[src/rtl/score_bcd_display.sv]
// score_bcd_display: converts the binary pellet score to packed BCD using a
// sequential double-dabble engine (one add-3/shift iteration per clock) and
// drives active-low gfedcba seven-segment patterns for the HEX displays.
// A new conversion starts automatically whenever score_in differs from the
// last converted value. bcd_out and hex_out hold their previous values until
// the final iteration commits both on the same edge, together with a
// one-cycle done pulse.
// Optional build macro: LEADING_ZERO_BLANK_EN blanks hex digits above the
// most-significant nonzero digit; digit 0 is always shown.
module score_bcd_display #(
    parameter int WIDTH  = 12,
    parameter int DIGITS = 4
) (
    input  logic                  clk,
    input  logic                  reset,
    input  logic [WIDTH-1:0]      score_in,
    output logic [DIGITS*4-1:0]   bcd_out,
    output logic [DIGITS*7-1:0]   hex_out,
    output logic                  busy,
    output logic                  done
);

    localparam int BW = DIGITS * 4;
    localparam int SW = BW + WIDTH;
    localparam int CW = $clog2(WIDTH + 1);
    localparam logic [CW-1:0] LAST_ITER = CW'(WIDTH - 1);

    typedef enum logic [0:0] {
        IDLE  = 1'b0,
        SHIFT = 1'b1
    } state_t;

    // Active-low gfedcba glyph for one BCD digit; non-BCD codes show blank.
    function automatic logic [6:0] seg7(input logic [3:0] d);
        logic [6:0] s;
        case (d)
            4'd0:    s = 7'h40;
            4'd1:    s = 7'h79;
            4'd2:    s = 7'h24;
            4'd3:    s = 7'h30;
            4'd4:    s = 7'h19;
            4'd5:    s = 7'h12;
            4'd6:    s = 7'h02;
            4'd7:    s = 7'h78;
            4'd8:    s = 7'h00;
            4'd9:    s = 7'h10;
            default: s = 7'h7F;
        endcase
        return s;
    endfunction

    // Display pattern shown after reset, i.e. the rendering of score 0.
    function automatic logic [DIGITS*7-1:0] reset_hex();
        logic [DIGITS*7-1:0] r;
        for (int i = 0; i < DIGITS; i++) begin
`ifdef LEADING_ZERO_BLANK_EN
            r[i*7 +: 7] = (i == 0) ? 7'h40 : 7'h7F;
`else
            r[i*7 +: 7] = 7'h40;
`endif
        end
        return r;
    endfunction

    state_t              state_q, state_d;
    logic [WIDTH-1:0]    last_q, last_d;
    logic [SW-1:0]       shreg_q, shreg_d;
    logic [CW-1:0]       cnt_q, cnt_d;
    logic [BW-1:0]       bcd_q, bcd_d;
    logic [DIGITS*7-1:0] hex_q, hex_d;
    logic                busy_q, busy_d;
    logic                done_q, done_d;

    logic [SW-1:0]       adj;
    logic [SW-1:0]       shifted;
    logic [BW-1:0]       bcd_new;
    logic [DIGITS*7-1:0] hex_new;
`ifdef LEADING_ZERO_BLANK_EN
    logic                seen_nz;
`endif

    // One double-dabble iteration: add 3 to every BCD nibble >= 5, then shift.
    always_comb begin
        adj = shreg_q;
        for (int i = 0; i < DIGITS; i++) begin
            if (adj[WIDTH + i*4 +: 4] >= 4'd5) begin
                adj[WIDTH + i*4 +: 4] = adj[WIDTH + i*4 +: 4] + 4'd3;
            end
        end
        shifted = {adj[SW-2:0], 1'b0};
        bcd_new = shifted[SW-1 -: BW];
    end

    // Segment patterns for the BCD value being committed this iteration.
    always_comb begin
        hex_new = '0;
`ifdef LEADING_ZERO_BLANK_EN
        seen_nz = 1'b0;
        for (int i = DIGITS - 1; i >= 0; i--) begin
            if ((bcd_new[i*4 +: 4] != 4'd0) || (i == 0)) begin
                seen_nz = 1'b1;
            end
            hex_new[i*7 +: 7] = seen_nz ? seg7(bcd_new[i*4 +: 4]) : 7'h7F;
        end
`else
        for (int i = 0; i < DIGITS; i++) begin
            hex_new[i*7 +: 7] = seg7(bcd_new[i*4 +: 4]);
        end
`endif
    end

    // Next-state logic: detect score change in IDLE, iterate in SHIFT, commit.
    always_comb begin
        state_d = state_q;
        last_d  = last_q;
        shreg_d = shreg_q;
        cnt_d   = cnt_q;
        bcd_d   = bcd_q;
        hex_d   = hex_q;
        busy_d  = busy_q;
        done_d  = 1'b0;
        case (state_q)
            IDLE: begin
                if (score_in != last_q) begin
                    shreg_d = {{BW{1'b0}}, score_in};
                    cnt_d   = '0;
                    last_d  = score_in;
                    busy_d  = 1'b1;
                    state_d = SHIFT;
                end
            end
            SHIFT: begin
                shreg_d = shifted;
                cnt_d   = cnt_q + CW'(1);
                if (cnt_q == LAST_ITER) begin
                    bcd_d   = bcd_new;
                    hex_d   = hex_new;
                    done_d  = 1'b1;
                    busy_d  = 1'b0;
                    state_d = IDLE;
                end
            end
            default: begin
                state_d = IDLE;
                busy_d  = 1'b0;
            end
        endcase
    end

    // State and datapath registers; reset discards any partial conversion.
    always_ff @(posedge clk or posedge reset) begin
        if (reset) begin
            state_q <= IDLE;
            last_q  <= '0;
            shreg_q <= '0;
            cnt_q   <= '0;
            bcd_q   <= '0;
            hex_q   <= reset_hex();
            busy_q  <= 1'b0;
            done_q  <= 1'b0;
        end else begin
            state_q <= state_d;
            last_q  <= last_d;
            shreg_q <= shreg_d;
            cnt_q   <= cnt_d;
            bcd_q   <= bcd_d;
            hex_q   <= hex_d;
            busy_q  <= busy_d;
            done_q  <= done_d;
        end
    end

    assign bcd_out = bcd_q;
    assign hex_out = hex_q;
    assign busy    = busy_q;
    assign done    = done_q;

endmodule

[config.mk]
export PLATFORM = sky130hd
export DESIGN_NAME = score_bcd_display
export DESIGN_NICKNAME = d
export VERILOG_FILES = /design/src/rtl/score_bcd_display.sv
export SDC_FILE = /design/constraint.sdc
export NUM_CORES = 1
export LEC_CHECK = 0
export ABC_AREA = 1
export BUFFER_PORTS_ARGS = -buffer_cell sky130_fd_sc_hd__buf_2
export CORE_ASPECT_RATIO = 0.75
export CORE_UTILIZATION = 50
export DETAILED_ROUTE_END_ITERATION = 16
export MAX_ROUTING_LAYER = met4
export PLACE_DENSITY_LB_ADDON = 0.3
export SLEW_MARGIN = 20
export SYNTH_ARGS = -nofsm -noshare
export SYNTH_HDL_FRONTEND = slang
export SYNTH_SLANG_ARGS = --single-unit
[constraint.sdc]
create_clock -name clk -period 3.74 [get_ports clk]
set_input_delay 0.374 -clock clk [delete_from_list [all_inputs] [get_ports clk]]
set_output_delay 0.374 -clock clk [all_outputs]
set_load 0.01 [all_outputs]
==> results of run 1 <==
[path summary, 6_finish.rpt]
kind                        startpoint          end  slack (ns)  cells past startpoint
max in group asynchronous        reset  hex_out[13]        2.83                      3
max                           cnt_q[0]   hex_out[8]        1.45                      7
min reg2reg                 shreg_q[0]   shreg_q[0]        0.47                      2
min                              reset   shreg_q[9]        0.14                      2
min in group clk           score_in[3]    last_q[3]        0.32                      3
max reg2reg                   cnt_q[0]   hex_out[8]        1.45                      7
[per-layer routing]
layer  up-vias  track usage, %  wire length (µm)
met3        10            4.31               319
met5         -               -                 0
met2        65            36.4              4500
met4         0            9.09               127
met1      1843            30.2              4920
li1       1988               -                 -
[worst reg2reg max path, cell delays in order, from the launching register on]
cell     delay, ns
dfrtp_1       0.43
ha_1          0.19
nand2_2       0.08
nor3_4        0.61
buf_4         0.37
nand2_1       0.12
o21ai_2       0.25
o22ai_1       0.12
[cells by family after synthesis]
kind of cell    Yosys count  synth area share, %
buf+inv                  84                 7.70
xor+xnor                  8                 1.49
fa+ha+maj                23                 6.11
simple gates            292                 25.5
flops                    91                 48.5
compound gates           93                 10.8
[sequential cells by signal, summed over array words and instances (netlist names)]
name / count
bcd_out: 16
busy: 1
cnt_q: 4
done: 1
hex_out: 28
last_q: 12
shreg_q: 28
state_q: 1
[area by class of cell]
cell class                      count  area share [%]
Sequential cell                    91            41.9
Multi-Input combinational cell    416            37.9
Clock buffer                       12            4.53
Clock inverter                      4            1.82
Tap cell                          128            2.94
Timing Repair Buffer               65            6.25
Inverter                           66            4.60
[where the power goes]
group          switching (W)  leakage, nW  internal (W)
clock network       0.000363        0.167      0.000673
logic                0.00178         1.65      0.000971
registers           0.000280         1.09       0.00148
total                0.00242         2.91       0.00312
[stage by stage]
stage | area, µm² | total power [W] | worst slack [ns]
after floorplan | 4710 | 0.00374 | 1.01
after global placement | 5100 | 0.00440 | 1.55
after detailed placement | 5100 | 0.00451 | 1.46
after CTS | 5440 | 0.00558 | 1.44
after global routing | 5440 | 0.00611 | 1.26
final | 5440 | 0.00554 | 1.45
[cells in the final DEF, fill, tap and decap left out]
cell and n:
clkbuf_8 1, o21ai_2 2, or2_2 3, inv_4 1, buf_4 6, o22ai_1 2, nand2_2 3, a21oi_4 1
inv_2 2, clkbuf_16 9, nand3_1 30, clkinv_4 1, xnor2_1 8, clkbuf_1 2, inv_1 63, nor3_4 1
ha_1 23, nand2_1 204, o21bai_1 1, a21oi_1 25, buf_2 59, bufinv_16 3, nand3b_1 1, o21a_1 5
a21oi_2 1, o211ai_1 1, o21ai_0 49, nand3_2 1, dfstp_2 4, nor2_1 38, dfrtp_1 87, o21ai_1 6
nand4_1 11
==> summary.md, run 1 <==
| Metric | Value |
|---|---|
| Status | finished, final reports clean |
| Residual DRC count | 0 |
| Boundary Pins | 60 |
| Slew Limit Headroom | roughly 47% |
| Ys Warns | 0 |
| CTS tree | built |
| CTS root buf | clkbuf_16 |
| Post-Syn Instances | 591 |
| Global route overflow | 0 |
| CTS H-tree depth | 3 |
| Largest net degree at the start of global routing | 58 |
| Multi-input gate area | about 0.0021 mm² |
| Yosys cell types | 30 |
| WL per Instance | between 10 and 15 µm |
| Worst Path Max Fanout | 21 |
| Post-synth EDFFs | 0 |
| CP Launch Type | flip-flop |
| WL final | 9870 µm |
| Placed cells | 766 |
| Top-count cell post-synth | nand2_1 |
| Final Hold Fails | 0 |
| CP Cell Sequence | ha_1, nand2_2, nor3_4, buf_4, nand2_1, o21ai_2, o22ai_1 |
| Post-layout min period | 2.29 ns |
| Type of the worst min-delay path | in -> async |
| Slowest cell on crit path | nor3_4 |
| Synth-to-Final Area Change | 15.6% |
| Initial Util | 51.8% |
| Final #Nets | 686 |
| Maximum vdd drop | approximately 0.00037 V |
| Largest cells by area after synthesis | dfrtp_1 46%, nand2_1 16%, ha_1 6.1% |
| Achievable frequency | around 440 MHz |
| PortBufs | 59 |
| Worst EP required | 3.95 ns |
| Via/cell ratio | roughly 5 |
| Final Max Slew Viols | 0 |
| Hold slack | 0.142 ns |
| Critical path buffer and inverter count | 1 |
| Vias | 3906 |
| Yosys top cell by area | dfrtp_1 |
| Diodes inserted | 0 |
| Post-Syn Area per Cell | about 8 µm² |
| Critical path type | reg -> reg |
| Final setup TNS | 0 ns |
| Area of the core | 0.00908 mm² |
| Vias in the first global route | 3744 |
| Clock Path Buffers | 2 |
| CP endpoint kind | flip-flop |
| Yosys top cell area share | a little under half |
| Die W | ~110 µm |
| Worst-path clk slew | 0.07 ns |
| Top_reg_cell synth | dfrtp_1 |
| First-pass GRT wire length | 17300 µm |
| Gr usage total | 23.3% |
| Max_cap viols | 0 |
| Post-CTS sizing | 0 |
| Worst skew pair latency | roughly 0.34 ns |
| Proportion of layout cells with a drive suffix above 1 | around 15% |
| Syn Nets | 628 |
| RePlAce Congestion | roughly 0.87 |
| 1st-pass router iterations | 6 |
| Hold_buf cts | 0 |
| Most frequent cells after synthesis | 204 x nand2_1, 87 x dfrtp_1, 64 x inv_1 |
| Reg area | 0.00228 mm² |
| Crit path max-delay family | simple AND/OR/NAND/NOR gates |
| Register bit count reported by yosys | approximately 90 |
| Async S/R FF share, synth | 100% |
| Setup Buffers After CTS | 0 |
| Clk_skew | between 0.008 and 0.009 ns |
| Die height | approximately 86 µm |
| Initial antenna violation count | 0 |
| Seq/Total Area, Yosys | 48.5% |
| Fillers | between 800 and 900 |
| Violation count after the first detailed-routing iteration | 289 |
| FP Rows | 30 |
| Worst Path Arrival | 2.51 ns |
| Largest stage delay, worst path | 0.61 ns |
| Clock sink count | 91 |
| Post-DP HPWL | 7080 µm |
| PwrDens | 1020 mW/mm² |
| Antenna viol nets, final | 0 |
| Unrepaired setup endpoints after global routing | no |
| Finished Layout Cells | between 700 and 800 |
| Final core occ | 59.9% |
| Worst-margin pin slew | around 0.8 ns |
| Final setup fails | 0 |
| Cts bufs inserted | 9 |
| Lkg Pwr | 2.91 nW |
| Die area | between 0.009 and 0.01 mm² |
| Crit share post-route | 61.3% |
| Area of the mapped netlist | 0.00471 mm² |
No activity file was read; power rests on OpenSTA's default activity.
==> run 2: changes to the inputs <==
- clock period: 3.74 -> 2.05 ns (I/O delays scaled with it)
==> summary.md, run 2 (synthesis results as in run 1) <==
| Metric | Value |
|---|---|
| Status | finished, final reports clean |
| Residual DRC count | 0 |
| Clk_skew | 0.00757 ns |
| Clock sink count | 91 |
| Post-layout min period | 1.92 ns |
| CP Launch Type | flip-flop |
| Worst skew pair latency | 0.35 ns |
| Final setup TNS | 0 ns |
| Cts bufs inserted | 9 |
| Final Max Slew Viols | 0 |
| Worst-path clk slew | 0.07 ns |
| Worst Path Max Fanout | 6 |
| Area of the core | 0.00908 mm² |
| RePlAce Congestion | 0.871 |
| Most frequent cells in the layout | 198 x nand2_1, 87 x dfrtp_1, 59 x inv_1, 59 x buf_2, 48 x o21ai_0 |
| Vias | slightly below 4000 |
| Fillers | 835 |
| CTS H-tree depth | 3 |
| Boundary Pins | 60 |
| Type of the worst min-delay path | in -> reg |
| Gr usage total | 23.2% |
| Clk pwr share | 16.5% |
| R2R depth | 13 |
| CP startpoint | shreg_q[16] |
| Slew Limit Headroom | 61.7% |
| Lkg Pwr | 2.95 nW |
| CP endpoint kind | flip-flop |
| NetSw | 0.00455 W |
| First-pass GRT wire length | 17400 µm |
| Hold slack | 0.158 ns |
| CTS root buf | clkbuf_16 |
| Overall Power | about 0.01 W |
| FP Rows | 30 |
| Critical path type | reg -> reg |
| Int Power | 0.00559 W |
| PortBufs | 59 |
| WL per Instance | 12.7 µm |
| RR Startpoint | shreg_q[16] |
| Violation count after the first detailed-routing iteration | 262 |
| Worst EP required | 2.32 ns |
| WL final | 10100 µm |
| Seq pwr share | about a third |
| Achievable frequency | 522 MHz |
| Vias in the first global route | around 3800 |
| Worst Path Arrival | between 2 and 2.5 ns |
| Proportion of layout cells with a drive suffix above 1 | 18.2% |
| Worst-margin pin slew | between 0.5 and 0.6 ns |
| 1st-pass router iterations | 5 |
| CTS tree | built |
| Synth-to-Final Area Change | 17.6% |
| Crit share post-route | 93.5% |
| Final Hold Fails | 0 |
| PwrDens | 1830 mW/mm² |
| Clock Path Buffers | 2 |
| Die W | 114 µm |
| Via/cell ratio | 5.00 |
| Worst hold stages | 3 |
| Die height | 86.1 µm |
| Hold path startpoint | score_in[1] |
| Antenna viol nets, final | 0 |
| Initial antenna violation count | 0 |
| Initial Util | 51.8% |
| Die area | 0.00982 mm² |
| Final #Nets | 696 |
| Leading cell type in the layout, fill and taps excluded | nand2_1 |
| Global route overflow | 0 |
| Logic pwr share | a little over half |
| Max_cap viols | 0 |
| Final setup fails | 0 |
| Maximum vdd drop | between 0.0009 and 0.001 V |
| Post-DP HPWL | 7240 µm |
| Switching Share | 44.9% |
| Diodes inserted | 0 |
| Largest net degree at the start of global routing | 43 |
-- run 2: cell types whose count changed in the layout (fill, tap and decap cells not counted), moves of 2 or more --
cell	delta
clkinv_4	+2
nand2_2	+6
clkbuf_1	-2
buf_4	+6
buf_12	+3
inv_1	-4
inv_2	+4
nand2_1	-6
bufinv_16	-2
clkinvlp_4	+2
-- run 2: final timing paths --
kind	end	slack, ns
min reg2reg	shreg_q[10]	0.47
max in group asynchronous	hex_out[20]	0.88
min	last_q[1]	0.16
max reg2reg	hex_out[17]	0.13
max	hex_out[17]	0.13
min in group asynchronous	last_q[8]	0.47
-- run 2: stage by stage --
| stage | setup WS [ns] | cells | area, µm² | util, % |
|---|---|---|---|---|
| final | 0.133 | 792 | 5540 | 61.0 |
| after global routing | -0.00628 | 792 | 5540 | 61.0 |
| after CTS | 0.0315 | 789 | 5490 | 60.5 |
| after detailed placement | 0.0121 | 772 | 5180 | 57.0 |
| after global placement | 0.186 | 772 | 5180 | 57.0 |
| after floorplan | 0.273 | 591 | 4710 | - |
-- run 2: what timing repair did --
action	CTS	global route
setup buffers	0	3
pin swaps	0	1
gates resized for setup	1	12
endpoints found under the hold margin	20	0
hold buffers	1	0
endpoints found under the setup margin	1	14
-- run 2: per-layer routing --
layer / up-vias / global-route usage, % / part of all wire, %
met5: - / - / 0
met4: 0 / 8.03 / 1.3
met3: 18 / 5.09 / 3.2
met2: 70 / 36.5 / 47
met1: 1867 / 29.6 / 49
li1: 2007 / - / -
-- run 2: cell type report --
class	count	area [µm²]	share of cell area, %
Clock buffer	9	225	4.07
Clock inverter	7	77.6	1.40
Inverter	66	251	4.54
Multi-Input combinational cell	416	2090	37.7
Sequential cell	91	2280	41.2
Tap cell	128	160	2.89
Timing Repair Buffer	75	455	8.22
-- run 2: critical path, cell delays in order (launching register included) --
cell     delay [ns]
dfrtp_1        0.38
inv_1          0.09
ha_1           0.22
inv_1          0.07
nand2_2        0.10
nand2_1        0.08
nand3_1        0.09
nand2_2        0.10
inv_1          0.08
ha_1           0.30
nand3_1        0.08
nand2_1        0.07
nand2_1        0.05
a21oi_1        0.14
-- run 2: power groups by stage --
| stage | Sequential (W) | Combinational, W | Clock, W |
|---|---|---|---|
| floorplan | 0.00336 | 0.00347 | 0 |
| global placement | 0.00317 | 0.00495 | 0 |
| detailed placement | 0.00321 | 0.00512 | 0 |
| CTS | 0.00319 | 0.00515 | 0.00172 |
| global route | 0.00331 | 0.00607 | 0.00178 |
| finish | 0.00319 | 0.00527 | 0.00167 |
